$ cat config.mk
export PLATFORM = sky130hd
export DESIGN_NAME = mem_bus_arbiter
export DESIGN_NICKNAME = d
export VERILOG_FILES = /design/src/rtl/mem_bus_arbiter.sv
export SDC_FILE = /design/constraint.sdc
export NUM_CORES = 1
export LEC_CHECK = 0
export CORE_AREA = 5 5 118 120
export CTS_CLUSTER_SIZE = 24
export DETAILED_ROUTE_END_ITERATION = 8
export DIE_AREA = 0 0 123 125
export SETUP_SLACK_MARGIN = 0.5
export SLEW_MARGIN = 20
export SYNTH_ARGS = -nofsm -noshare
export SYNTH_HDL_FRONTEND = slang
export SYNTH_SLANG_ARGS = --single-unit
$ cat constraint.sdc
create_clock -name clk -period 1.6 [get_ports clk]
set_input_delay 0.32 -clock clk [delete_from_list [all_inputs] [get_ports clk]]
set_output_delay 0.32 -clock clk [all_outputs]
set_load 0.1 [all_outputs]
$ cat src/rtl/mem_bus_arbiter.sv
// Two-requester Avalon-MM arbiter: fetch port (m0) and load/store port (m1) share one bus.
// Define MEM_ARB_RR_EN for round-robin tie-breaking from idle; default is fixed m1-over-m0.
module mem_bus_arbiter #(
    parameter int unsigned ADDR_W = 32,
    parameter int unsigned DATA_W = 32
) (
    input  logic                  clk,
    input  logic                  reset,

    input  logic [ADDR_W-1:0]     m0_address,
    input  logic                  m0_read,
    input  logic                  m0_write,
    input  logic [DATA_W-1:0]     m0_writedata,
    input  logic [DATA_W/8-1:0]   m0_byteenable,
    output logic                  m0_waitrequest,
    output logic [DATA_W-1:0]     m0_readdata,

    input  logic [ADDR_W-1:0]     m1_address,
    input  logic                  m1_read,
    input  logic                  m1_write,
    input  logic [DATA_W-1:0]     m1_writedata,
    input  logic [DATA_W/8-1:0]   m1_byteenable,
    output logic                  m1_waitrequest,
    output logic [DATA_W-1:0]     m1_readdata,

    output logic [ADDR_W-1:0]     address,
    output logic                  read,
    output logic                  write,
    output logic [DATA_W-1:0]     writedata,
    output logic [DATA_W/8-1:0]   byteenable,
    input  logic                  waitrequest,
    input  logic [DATA_W-1:0]     readdata,

    output logic [1:0]            grant,
    output logic                  busy
);

    typedef enum logic [1:0] {
        StIdle = 2'd0,
        StOwn0 = 2'd1,
        StOwn1 = 2'd2
    } state_e;

    state_e state_q, state_d;
    logic   last_owner_q, last_owner_d;  // 0 = m0, 1 = m1
    logic   req0, req1;
    logic   tie_m0;

    assign req0 = m0_read | m0_write;
    assign req1 = m1_read | m1_write;

`ifdef MEM_ARB_RR_EN
    assign tie_m0 = last_owner_q;
`else
    // last_owner is tracked in both builds; only round-robin consults it.
    assign tie_m0 = 1'b0 & last_owner_q;
`endif

    always_ff @(posedge clk) begin
        if (reset) begin
            state_q      <= StIdle;
            last_owner_q <= 1'b0;
        end else begin
            state_q      <= state_d;
            last_owner_q <= last_owner_d;
        end
    end

    always_comb begin
        state_d      = state_q;
        last_owner_d = last_owner_q;
        unique case (state_q)
            StIdle: begin
                if (req0 && req1) begin
                    state_d = tie_m0 ? StOwn0 : StOwn1;
                end else if (req0) begin
                    state_d = StOwn0;
                end else if (req1) begin
                    state_d = StOwn1;
                end
            end
            StOwn0: begin
                if (!req0) begin
                    state_d = StIdle;
                end else if (!waitrequest) begin
                    // Owner is excluded from the re-arbitration at its completion edge.
                    state_d      = req1 ? StOwn1 : StIdle;
                    last_owner_d = 1'b0;
                end
            end
            StOwn1: begin
                if (!req1) begin
                    state_d = StIdle;
                end else if (!waitrequest) begin
                    state_d      = req0 ? StOwn0 : StIdle;
                    last_owner_d = 1'b1;
                end
            end
            default: state_d = StIdle;
        endcase
    end

    always_comb begin
        address        = '0;
        read           = 1'b0;
        write          = 1'b0;
        writedata      = '0;
        byteenable     = '0;
        m0_waitrequest = 1'b1;
        m1_waitrequest = 1'b1;
        unique case (state_q)
            StOwn0: begin
                address        = m0_address;
                read           = m0_read;
                write          = m0_write;
                writedata      = m0_writedata;
                byteenable     = m0_byteenable;
                m0_waitrequest = waitrequest;
            end
            StOwn1: begin
                address        = m1_address;
                read           = m1_read;
                write          = m1_write;
                writedata      = m1_writedata;
                byteenable     = m1_byteenable;
                m1_waitrequest = waitrequest;
            end
            default: ;
        endcase
    end

    assign m0_readdata = readdata;
    assign m1_readdata = readdata;
    assign grant       = {state_q == StOwn1, state_q == StOwn0};
    assign busy        = |grant;

endmodule
==> results.toml, run 1 <==
[min_path]
hold_path_class = "in -> out"
worstHoldStart = "readdata[0]"
holdPathStages = 0
whs_endpoint = "m0_readdata[0]"

[routing]
route.vias.total = 2532
dr.pass1.iters = 4
via_per_inst = 4.22
dr.first_iter.drc_count = 35
wire_per_inst_um = 16.2
wl_um = 9740
drcViolationCount = 0
detail-route-antenna-nets = 0

[sta]
relSlewSlack = 0.796
timing.final.hold_violations = 0
whs_ps = 640
fin_ws_ps = -318
tns_ps = -20190
fmax_ghz = 0.521
drv_slew = 0
finalCriticalPeriod_ps = 1920
setup_viol = 76
fin_crit_sh = 1.20
worst_pin_slew_ps = 306
grt_setup_unrepaired = "true"
fin_skew_ps = 3.61

[layout]
drive_above_1_share = 0.571
area_delta_synth_final_pct = 230
largest_reg_flops = 2
n_fill_cell = 1163
nNetsFinal = 604
num_antenna_cells = 0
largest_register = "state_q"
top_regs = "state_q: 2 flops"

[yosys]
syn_nets = 429
syn_area_um2 = 1750
synth_area_leaders = "a22oi_1 30%, buf_4 27%, nor2b_1 25%"
syn_area_per_cell_um2 = 6.99
synth_warnings = 0
ys_seq_area_frac = 0.0229
synthCells = 250
ys_ff_latch = 2
yosys.area.top_type = "a22oi_1"
yosysUniqueCellTypes = 19
synth_top_area_share = 0.301

[place]
io_buffers = 217
place.gp.congestion = 0.794
place_hpwl_um = 7970

[status]
violations = "setup timing"
run_status = "complete, but fails checks"

[critical_path]
crit_chain = "inv_4 > ha_4 > buf_12 > buf_4 > a22oi_2 > nor2b_4 > buf_12"
ff2ff_setup_slack_ps = -40
arrival_ps = 1600
rr_endpoint = "state_q[0]$_SDFFE_PP0P_"
cpPeakStageDelay_ps = 370
crit_buf_inv = 4
cp_slowest_cell = "dfxtp_4"
cp_max_fo = 33
cp_common_cell = "buf_12"
critPathLaunchType = "flip-flop"
crit_family = "buffers and inverters"
r2r_start = "state_q[1]$_SDFFE_PP0P_"
cp.required_ps = 1280
path_class = "reg -> out"
end_kind = "primary output"
r2r_cells = 6

[die]
rows = 42
die_width_um = 123
num_io_pins = 314
core_um2 = 12900
dieHeight_um = 125
initial_core_util = 0.136
die-area_um2 = 15400

[clock_network]
cts_buffer_depth = 2
cts_root_buf = "clkbuf_16"
cts_buffers = 3
insertion_delay_ps = 220
clkTransAtPathRegs_ps = 30
clock-sinks = 2
htree_num_levels = 1
cts_tree = "done"

[global_routing]
grt_max_degree = 34
grt_pass1_wl_um = 14300
grtUsageTotal = 0.113
antenna_found_initial = 0
grt_overflow_total = 0
grt_pass1_vias = 2839

[flow_run]
cap_violations = 0

[power_and_ir_drop]
p_per_area_nw_per_um2 = 953
peakVddDrop_mv = 0.546
p_leak_nw = 1.99
==> cell usage after synthesis <==
master,instances
mux2i_1,1
a22oi_1,70
buf_2,2
inv_1,2
nand2b_1,3
o21a_1,2
nor3b_1,1
o221ai_1,1
o221a_2,1
o211a_1,1
dfxtp_1,2
nor2_1,3
clkbuf_1,15
nor2b_1,70
ha_1,4
mux2_4,1
a221o_1,1
buf_4,64
buf_1,6
==> power by group <==
group          total [mW]  switching [mW]  internal [mW]  leakage (nW)
Combinational        5.02            2.63           2.40          1.93
Clock               0.391          0.0623          0.328        0.0382
Sequential         0.0788          0.0161         0.0627        0.0178
Total                5.49            2.71           2.79          1.99
==> what timing repair did <==
action,4_1_cts,5_1_grt
hold buffers,0,0
buffers inserted,3,1
pin swaps,2,14
cloned,2,2
endpoints found under the setup margin,77,77
resized for setup,20,10
endpoints found under the hold margin,0,0
==> logic make-up after synthesis <==
kind of cell,after synthesis,synth area share
flip-flops,2,0.0229
adder cells (fa/ha/maj),4,0.0286
multiplexers,2,0.0143
buffers and inverters,89,0.330
AND/OR/NAND/NOR,77,0.272
AO/OA/AOI/OAI,76,0.332
==> layout by cell type, fill, tap and decap left out <==
cell,netlist,layout
nor2_1,3,3
a22oi_1,70,28
o211a_1,1,1
o221a_2,1,1
clkbuf_16,0,5
inv_4,0,2
buf_6,0,16
a221o_1,1,1
buf_4,64,10
o21a_1,2,2
nand2b_4,0,2
buf_16,0,2
clkdlybuf4s50_1,0,142
mux2i_1,1,1
dfxtp_4,0,2
nor3b_2,0,1
a22oi_2,0,42
nand2b_1,3,1
ha_1,4,1
clkbuf_1,15,1
ha_4,0,3
nor2b_4,0,70
buf_12,0,84
o221ai_1,1,1
mux2_4,1,1
buf_8,0,1
==> how the worst max path moves through the flow <==
stage	start	endpoint	slack (ps)	cells after the start
CTS	state_q[0]$_SDFFE_PP0P_	writedata[23]	-330	5
detailed placement	m1_read	state_q[0]$_SDFFE_PP0P_	-200	4
finish	state_q[0]$_SDFFE_PP0P_	writedata[11]	-320	7
global route	state_q[0]$_SDFFE_PP0P_	writedata[11]	-380	7
global placement	m1_read	state_q[0]$_SDFFE_PP0P_	-150	4
floorplan	state_q[0]$_SDFFE_PP0P_	address[12]	-430	6
==> final cells by class <==
class                      instances  area, um2  area share
clock buffer                       4       78.8      0.0137
tap                              176        220      0.0382
sequential                         2       47.5     0.00825
multi-input combinational        159       1920       0.334
inverter                           2       12.5     0.00217
timing repair buffer             257       3480       0.604
==> stage by stage <==
stage	power (mW)	instance area, um2	worst slack, ps	util	cells
3_5_place_dp	4.82	5420	-196	0.421	588
4_1_cts	5.49	5660	-327	0.440	597
2_1_floorplan	4.08	2780	-429	-	250
5_1_grt	5.70	5760	-377	0.448	600
3_3_place_gp	4.78	5420	-154	0.421	588
6_report	5.49	5760	-318	0.448	600
==> metal layers <==
layer / global-route usage / vias up / share of wire
li1: - / 1171 / -
met1: 0.113 / 1183 / 0.34
met2: 0.225 / 153 / 0.53
met3: 0.0393 / 25 / 0.12
met4: 0.0182 / 0 / 0.011
met5: 0 / - / 0
Power figures use the tool's default switching activity.
==> run 2: changes to the inputs <==
Settings changed: RECOVER_POWER from default to 25.
==> results of run 2 <==
Same layout as run 1: the final DEF is identical, and so are final timing and power.
==> run 3: changes to the inputs <==
Settings changed: CORE_AREA 5 5 118 120 to 5 5 119 121, DIE_AREA 0 0 123 125 to 0 0 124 126, RECOVER_POWER 25 to 100, SKIP_CTS_REPAIR_TIMING from default to 1.
Clock period 1.6 ns to 1.82 ns, I/O delays scaled along.
==> run 3 against run 2 <==
The run still ends with setup timing left. Clock skew fell by 1.7 ps. Worst hold slack got worse by 100 ps. Sequential power fell by 9.5%. Die area rose by 1.6%. Global-route usage fell by 0.058 points. Count of clock-buffer cells in the layout did not move. Via count fell by 2.0%. Utilization fell by 0.41 points. Combinational power fell by 8.0%. Routed wire length rose by 12%. Sequential share of layout area barely moved.
==> results.toml, run 3 (same netlist as run 1, synthesis figures left out) <==
[critical_path]
cp.required_ps = 1460
crit_end = "writedata[24]"
critPathLaunchType = "flip-flop"
crit_start = "state_q[1]$_SDFFE_PP0P_"
rr_endpoint = "state_q[0]$_SDFFE_PP0P_"
cp_max_fo = 8
arrival_ps = 1600
r2r_start = "state_q[0]$_SDFFE_PP0P_"
r2r_cells = 6
ff2ff_setup_slack_ps = 130
path_class = "reg -> out"
end_kind = "primary output"

[power_and_ir_drop]
p_leak_nw = 1.94
p_per_area_nw_per_um2 = 875
p_total_mw = 5.04
peakVddDrop_mv = 0.321

[layout]
largest_reg_flops = 2
n_fill_cell = 1190
layout_commonest_cell = "clkdlybuf4s50_1"
num_antenna_cells = 0
final_cell_mix = "142 x clkdlybuf4s50_1, 85 x buf_12, 70 x nor2b_4, 57 x a22oi_2, 13 x a22oi_1"
area_delta_synth_final_pct = 229
top_regs = "state_q: 2 flops"
drive_above_1_share = 0.591
nNetsFinal = 591
largest_register = "state_q"
final_cell_count_no_fill = 587

[die]
rows = 42
num_io_pins = 314
initial_core_util = 0.135
die-area_um2 = 15600
core_um2 = 13000
die_width_um = 124
dieHeight_um = 126

[sta]
worst_pin_slew_ps = 284
relSlewSlack = 0.810
fin_skew_ps = 1.91
timing.final.hold_violations = 0
grt_setup_unrepaired = "true"
fmax_ghz = 0.510
drv_slew = 0
setup_viol = 71
fin_ws_ps = -142
fin_crit_sh = 1.08
finalCriticalPeriod_ps = 1960

[global_routing]
grt_pass1_vias = 2700
grt_max_degree = 42
grtUsageTotal = 0.113
grt_overflow_total = 0
antenna_found_initial = 0
grt_pass1_wl_um = 14200

[routing]
drcViolationCount = 0
dr.first_iter.drc_count = 50
route.vias.total = 2481
detail-route-antenna-nets = 0
wire_per_inst_um = 18.6
wl_um = 10900
dr.pass1.iters = 4
via_per_inst = 4.23

[min_path]
hold_path_class = "reg -> reg"

[place]
dp_cells = 566
place.gp.congestion = 0.695
place_hpwl_um = 7960
post-place-ws_ps = -32.7
io_buffers = 217

[clock_network]
cts_tree = "done"
insertion_delay_ps = 220
htree_num_levels = 1
clkTransAtPathRegs_ps = 30
cts_buffer_depth = 2
clock-sinks = 2
cts_buffers = 3
cts_root_buf = "clkbuf_16"

[flow_run]
cap_violations = 0

[status]
run_status = "complete, but fails checks"
violations = "setup timing"
[run 3: cell count changes in the layout (fill, tap and decap cells not counted), sizes merged]
cell	delta
clkbuf	+5
buf	-18
[run 3: area by class of cell]
cell class | instances | area [um2] | share of cell area
repair buffers | 244 | 3410 | 0.592
clock buffers | 4 | 78.8 | 0.0137
multi-input cells | 159 | 1990 | 0.346
inverters | 2 | 12.5 | 0.00217
flip-flops and latches | 2 | 47.5 | 0.00826
well taps | 176 | 220 | 0.0383
[run 3: metrics by stage]
stage	util	hold slack (ps)	TNS [ps]	cell area, um2
detailed placement	0.404	532	-32.7	5250
global route	0.443	550	-11720	5760
floorplan	-	510	-17330	2780
finish	0.443	538	-8150	5760
CTS	0.410	537	-11590	5320
global placement	0.404	531	0	5250
[run 3: how the worst min path moves through the flow]
stage                             from                 endpoint  slack [ps]  depth (start not counted)
2_1_floorplan  state_q[1]$_SDFFE_PP0P_  state_q[1]$_SDFFE_PP0P_         510                          2
3_3_place_gp   state_q[1]$_SDFFE_PP0P_  state_q[1]$_SDFFE_PP0P_         530                          2
3_5_place_dp   state_q[1]$_SDFFE_PP0P_  state_q[1]$_SDFFE_PP0P_         530                          2
4_1_cts        state_q[1]$_SDFFE_PP0P_  state_q[1]$_SDFFE_PP0P_         540                          2
5_1_grt        state_q[1]$_SDFFE_PP0P_  state_q[1]$_SDFFE_PP0P_         550                          2
6_report       state_q[1]$_SDFFE_PP0P_  state_q[1]$_SDFFE_PP0P_         540                          2
[run 3: worst max-delay path, stage by stage (launching register included)]
cell	delay, ps
dfxtp_4	380
inv_4	50
ha_4	300
buf_12	150
clkbuf_16	150
nor2b_4	160
buf_12	180
[run 3: per-layer routing]
layer	track usage	up-vias	part of all wire
met2	0.221	141	0.54
met1	0.106	1160	0.34
met5	0	-	0
met4	0.0316	0	0.019
li1	-	1150	-
met3	0.0439	30	0.10
[run 3: where the power goes]
part / total [mW] / internal (mW) / leakage, nW / switching, mW
logic: 4.62 / 2.21 / 1.88 / 2.41
registers: 0.0713 / 0.0551 / 0.0178 / 0.0161
clock network: 0.346 / 0.289 / 0.0382 / 0.0567
total: 5.04 / 2.56 / 1.94 / 2.48
